File: config.mk
export PLATFORM = sky130hd
export DESIGN_NAME = chunked_adder
export DESIGN_NICKNAME = d
export VERILOG_FILES = /design/src/rtl/adder_pkg.sv /design/src/rtl/chunk_adder.sv /design/src/rtl/full_adder.sv /design/src/rtl/chunked_adder.sv
export SDC_FILE = /design/constraint.sdc
export NUM_CORES = 1
export LEC_CHECK = 0
export ABC_AREA = 1
export BUFFER_PORTS_ARGS = -buffer_cell sky130_fd_sc_hd__buf_2
export CAP_MARGIN = 10
export CORE_MARGIN = 3
export CORE_UTILIZATION = 37
export CTS_CLUSTER_SIZE = 28
export DETAILED_ROUTE_END_ITERATION = 7
export SLEW_MARGIN = 20
export SYNTH_ARGS = -nofsm -noshare
export SYNTH_HDL_FRONTEND = slang
export SYNTH_SLANG_ARGS = --single-unit
File: constraint.sdc
create_clock -name clk -period 12.95 [get_ports clk]
set_clock_uncertainty 0.05 [all_clocks]
set_input_delay 3.885 -clock clk [delete_from_list [all_inputs] [get_ports clk]]
set_output_delay 3.885 -clock clk [all_outputs]
set_load 0.1 [all_outputs]
File: src/rtl/adder_pkg.sv
// Shared types and elaboration helpers for the chunked adder slice.
package adder_pkg;

  typedef enum logic [1:0] {
    IDLE = 2'd0,
    RUN  = 2'd1,
    DONE = 2'd2
  } state_e;

  localparam int DEF_WIDTH = 32;
  localparam int DEF_CHUNK = 8;

  function automatic int clog2(input int n);
    int r;
    int v;
    r = 0;
    v = n - 1;
    while (v > 0) begin
      r++;
      v = v >> 1;
    end
    return r;
  endfunction

  // Chunk counter width; never narrower than one bit so single-pass builds still elaborate.
  function automatic int cnt_width(input int nchunk);
    return (nchunk > 1) ? clog2(nchunk) : 1;
  endfunction

endpackage

File: src/rtl/chunk_adder.sv
// Combinational CHUNK-bit ripple-carry adder built from full_adder cells.
module chunk_adder #(
  parameter int CHUNK = 8
) (
  input  logic [CHUNK-1:0] a,
  input  logic [CHUNK-1:0] b,
  input  logic             cin,
  output logic [CHUNK-1:0] s,
  output logic             cout
);

  logic [CHUNK:0] c;

  assign c[0] = cin;

  for (genvar i = 0; i < CHUNK; i++) begin : g_bit
    full_adder u_fa (
      .a   (a[i]),
      .b   (b[i]),
      .cin (c[i]),
      .s   (s[i]),
      .cout(c[i+1])
    );
  end

  assign cout = c[CHUNK];

endmodule

File: src/rtl/full_adder.sv
// One-bit full-adder cell used as the ripple element of chunk_adder.
module full_adder (
  input  logic a,
  input  logic b,
  input  logic cin,
  output logic s,
  output logic cout
);

  assign s    = a ^ b ^ cin;
  assign cout = (a & b) | (cin & (a ^ b));

endmodule

File: src/rtl/chunked_adder.sv
// Multi-cycle WIDTH-bit add/subtract: one CHUNK-bit slice per clock through a single shared
// ripple adder, with the inter-chunk carry held in a register.
module chunked_adder
  import adder_pkg::*;
#(
  parameter int WIDTH = DEF_WIDTH,
  parameter int CHUNK = DEF_CHUNK
) (
  input  logic             clk,
  input  logic             rst_n,
  input  logic             in_valid,
  output logic             in_ready,
  input  logic [WIDTH-1:0] a,
  input  logic [WIDTH-1:0] b,
  input  logic             cin,
  input  logic             sub,
  output logic             out_valid,
  input  logic             out_ready,
  output logic [WIDTH-1:0] sum,
  output logic             cout,
  output logic             ovf,
  output logic             zero,
  output logic [1:0]       dbg_state
);

  localparam int NCHUNK = (CHUNK > 0) ? WIDTH / CHUNK : 1;
  localparam int CW = cnt_width(NCHUNK);
  localparam logic [CW-1:0] LAST = CW'(NCHUNK - 1);

  if (CHUNK < 1) begin : g_chunk_err
    $error("chunked_adder: CHUNK must be at least 1");
  end else if (WIDTH % CHUNK != 0) begin : g_width_err
    $error("chunked_adder: WIDTH must be a multiple of CHUNK");
  end

  state_e           state;
  logic [CW-1:0]    cnt;
  logic             carry;
  logic [WIDTH-1:0] a_r;
  logic [WIDTH-1:0] b_r;
  logic [WIDTH-1:0] sum_r;
  logic [WIDTH-1:0] sum_next;
  logic             cout_r;
  logic             ovf_r;
  logic             zero_r;
  logic [CHUNK-1:0] a_chunk;
  logic [CHUNK-1:0] b_chunk;
  logic [CHUNK-1:0] s_chunk;
  logic             c_chunk;
  int               base;

  chunk_adder #(.CHUNK(CHUNK)) u_chunk (
    .a   (a_chunk),
    .b   (b_chunk),
    .cin (carry),
    .s   (s_chunk),
    .cout(c_chunk)
  );

  // sum_next is the result register with the current chunk spliced in, so the flags on the
  // last chunk see the complete sum rather than the stale top slice.
  always_comb begin
    base     = int'(cnt) * CHUNK;
    a_chunk  = a_r[base +: CHUNK];
    b_chunk  = b_r[base +: CHUNK];
    sum_next = sum_r;
    sum_next[base +: CHUNK] = s_chunk;
  end

  always_ff @(posedge clk or negedge rst_n) begin
    if (!rst_n) begin
      state  <= IDLE;
      cnt    <= '0;
      carry  <= 1'b0;
      a_r    <= '0;
      b_r    <= '0;
      sum_r  <= '0;
      cout_r <= 1'b0;
      ovf_r  <= 1'b0;
      zero_r <= 1'b0;
    end else begin
      case (state)
        IDLE: begin
          if (in_valid) begin
            a_r   <= a;
            b_r   <= sub ? ~b : b;
            carry <= cin;
            cnt   <= '0;
            state <= RUN;
          end
        end
        RUN: begin
          sum_r <= sum_next;
          carry <= c_chunk;
          if (cnt == LAST) begin
            cnt    <= '0;
            cout_r <= c_chunk;
            ovf_r  <= (a_r[WIDTH-1] == b_r[WIDTH-1]) && (sum_next[WIDTH-1] != a_r[WIDTH-1]);
            zero_r <= (sum_next == '0);
            state  <= DONE;
          end else begin
            cnt <= cnt + 1'b1;
          end
        end
        DONE: begin
          if (out_ready) state <= IDLE;
        end
        default: state <= IDLE;
      endcase
    end
  end

  // Handshakes: a transfer happens on a rising edge where valid and ready are both high.
  // in_ready is high only in IDLE, out_valid only in DONE; results hold until taken.
  assign in_ready  = (state == IDLE);
  assign out_valid = (state == DONE);
  assign sum       = sum_r;
  assign cout      = cout_r;
  assign ovf       = ovf_r;
  assign zero      = zero_r;
  assign dbg_state = state;

endmodule

==> impl_metrics.toml <==
[run_status]
status = "completed"

[yosys]
syn_nets = 771
synthArstFlopShare_pct = 100
synth_largest_area_cell = "dfrtp_1"
synth_ff_type = "dfrtp_1"
ys_warn_count = 0
synth_area_leaders = "dfrtp_1, nand2_1, o21ai_0, xnor2_1, nor2_1"
synth-seq-cells = 104
syn_area_per_cell_um2 = 8.01
yosysSeqAreaShare_pct = 47.3
netlist_instances = 687
synth_cell_types = 30
synth_top_area_share_pct = 47.3
synth_edf_count = 0
synthesis.area_um2 = 5500

[die]
start_util_pct = 38.7
die_height_um = 128
placementRows = 43
io_pins = 109
die_area_um2 = 16400
die_w_um = 128
core_um2 = 14200

[timing]
fin_crit_ps = 5490
hold_viol_final = 0
min_period_over_period_pct = 42.4
report.final.slew_viol_count = 0
rsz0062_at_grt = "no"
worst_pin_slew_ps = 986
finalSetupViolations = 0
fin_setup_tns_ps = 0
relSlewSlack_pct = 34.3
fmax_ghz = 0.182

[routing]
drt_iter0_markers = 291
drtAntennaViolNets = 0
firstDrtPassIters = 5
viasPerCell = 4.92
drcViolationCount = 0
routed-via-count = 4723
wirelength_mm = 13.9
routedWlPerCell_um = 14.5

[worst_setup_path]
critical_path_buf_inv_count = 6
slowest_delay_ps = 500
critical_path.endpoint_type = "flip-flop"
cp_max_fo = 24
slowest_stage = "dfrtp_1"
cp_cell_sequence = "inv_1 > buf_4 > a21oi_1 > a32o_1 > fa_1 > fa_1 > fa_1 > fa_1 > fa_1 > inv_1 > fa_1 > inv_1 > fa_1 > inv_1 > fa_1 > inv_1 > nor2_1 > nand3_1 > nand2_1 > nor2_1 > nand3_1 > nor2_1 > nand3_1 > nand2_1"
cp-start-kind = "flip-flop"
crit_required_ps = 13190
cp.arrival_ps = 5730
critPathKind = "flip-flop to flip-flop"
cp_top_family = "adder cells"
cpMostUsedCell = "fa_1"

[layout]
area_growth_pct = 16.3
layout_commonest_cell = "nand2_1"
final_cell_mix = "nand2_1, buf_2, dfrtp_1"
antenna_cells = 0
nets = 858
num-fill-cells = 1465
layout-drive-gt1-share_pct = 18.6

[worst_hold_path]
hp-class = "flip-flop to flip-flop"

[global_routing]
grt_use_met2_pct = 28.9
grt_max_degree = 99
top_usage_layer = "met2"
grt_pass1_wl_mm = 22.6
grt_pass1_vias = 4611
grt_antenna_before_repair = 0
grt_usage_pct = 17.2
grt.overflow.total = 0
global_route.usage.met1_pct = 22.7
gr-usage-met3_pct = 3.62

[clocking]
clock_latency_ps = 350
cts.htree.levels = 3
clockBufferDepth = 2
cts_buffers = 9
cts_tree = "done"
hold_buffers = 0
cts_resized = 0
post_cts_buffers = 0
cts_sinks = 104
clk_pin_slew_worst_paths_ps = 70
clockRootBuffer = "clkbuf_16"

[place]
dp_hpwl_mm = 9.94
io_buffers = 108
place.gp.congestion = 0.834

[flow_run]
cap_violations = 0
area by class of cell:
class	instances	area (µm²)	share of cell area, %
inverters	41	154	2.40
clock inverters	3	25.0	0.391
multi-input cells	506	2560	40.0
repair buffers	112	573	8.95
well taps	180	225	3.52
flip-flops and latches	104	2600	40.6
clock buffers	13	260	4.06
worst reg2reg max path, stage by stage, from the launching register on:
cell and delay (ps):
dfrtp_1 500, inv_1 270, buf_4 330, a21oi_1 70
a32o_1 270, fa_1 380, fa_1 390, fa_1 400
fa_1 410, fa_1 380, inv_1 80, fa_1 150
inv_1 50, fa_1 360, inv_1 80, fa_1 440
inv_1 70, nor2_1 60, nand3_1 130, nand2_1 60
nor2_1 100, nand3_1 90, nor2_1 130, nand3_1 110
nand2_1 70
final timing paths:
check / startpoint / to / slack (ps) / cells past startpoint
worst max-delay path: cnt[1] / zero / 7460 / 24
worst min-delay path: a_r[21] / a_r[21] / 430 / 2
worst max register to register: cnt[1] / zero / 7460 / 24
worst min register to register: a_r[21] / a_r[21] / 430 / 2
max in group asynchronous: rst_n / b_r[20] / 8150 / 2
min in group asynchronous: rst_n / sum[30] / 3390 / 1
per-layer routing:
layer / share of wire [%] / wire length [µm] / vias up
met5: 0 / 0 / -
met4: 1.3 / 186 / 0
met3: 5.5 / 763 / 16
met2: 49 / 6810 / 127
met1: 44 / 6170 / 2217
li1: - / - / 2363
flip-flops by register name (all words and copies together) (netlist names):
register,flops
carry,1
dbg_state,2
zero,1
sum,32
cout,1
a_r,32
ovf,1
cnt,2
b_r,32
cells by family after synthesis:
logic type | synth area share, %
buffers and inverters | 6.14
XOR/XNOR | 5.09
adder cells (fa/ha/maj) | 4.27
multiplexers | 0.409
flip-flops | 47.3
AND/OR/NAND/NOR | 24.6
AO/OA/AOI/OAI | 12.1
synth_stat cells, types with 2 or more instances:
library cell and n:
buf_6 2, o22ai_1 7, ha_1 6, nand3_1 20, buf_2 21, nor2_2 3
o21ai_1 6, buf_4 2, clkbuf_1 11, o21ai_0 65, inv_1 34, a21oi_1 14
nand3_2 2, a31oi_1 7, nand2_1 265, nor2_1 48, nand2_2 2, inv_2 7
xnor2_1 32, fa_1 8, a32o_1 12, mux2_2 2, dfrtp_1 104
through the flow:
stage               instance area [µm²]  utilization (%)  worst slack [ps]  instances  hold slack [ps]
floorplan                          5500                -              6610        687              394
detailed placement                 6120             43.1              7200        943              410
global placement                   6120             43.1              7230        943              408
finish                             6400             45.1              7460        959              428
global route                       6400             45.1              7110        959              451
CTS                                6400             45.1              7430        959              429
Power is left out: the tool's default activity adds up to more than one toggle a clock period on the data nets, which glitch-free logic cannot reach.
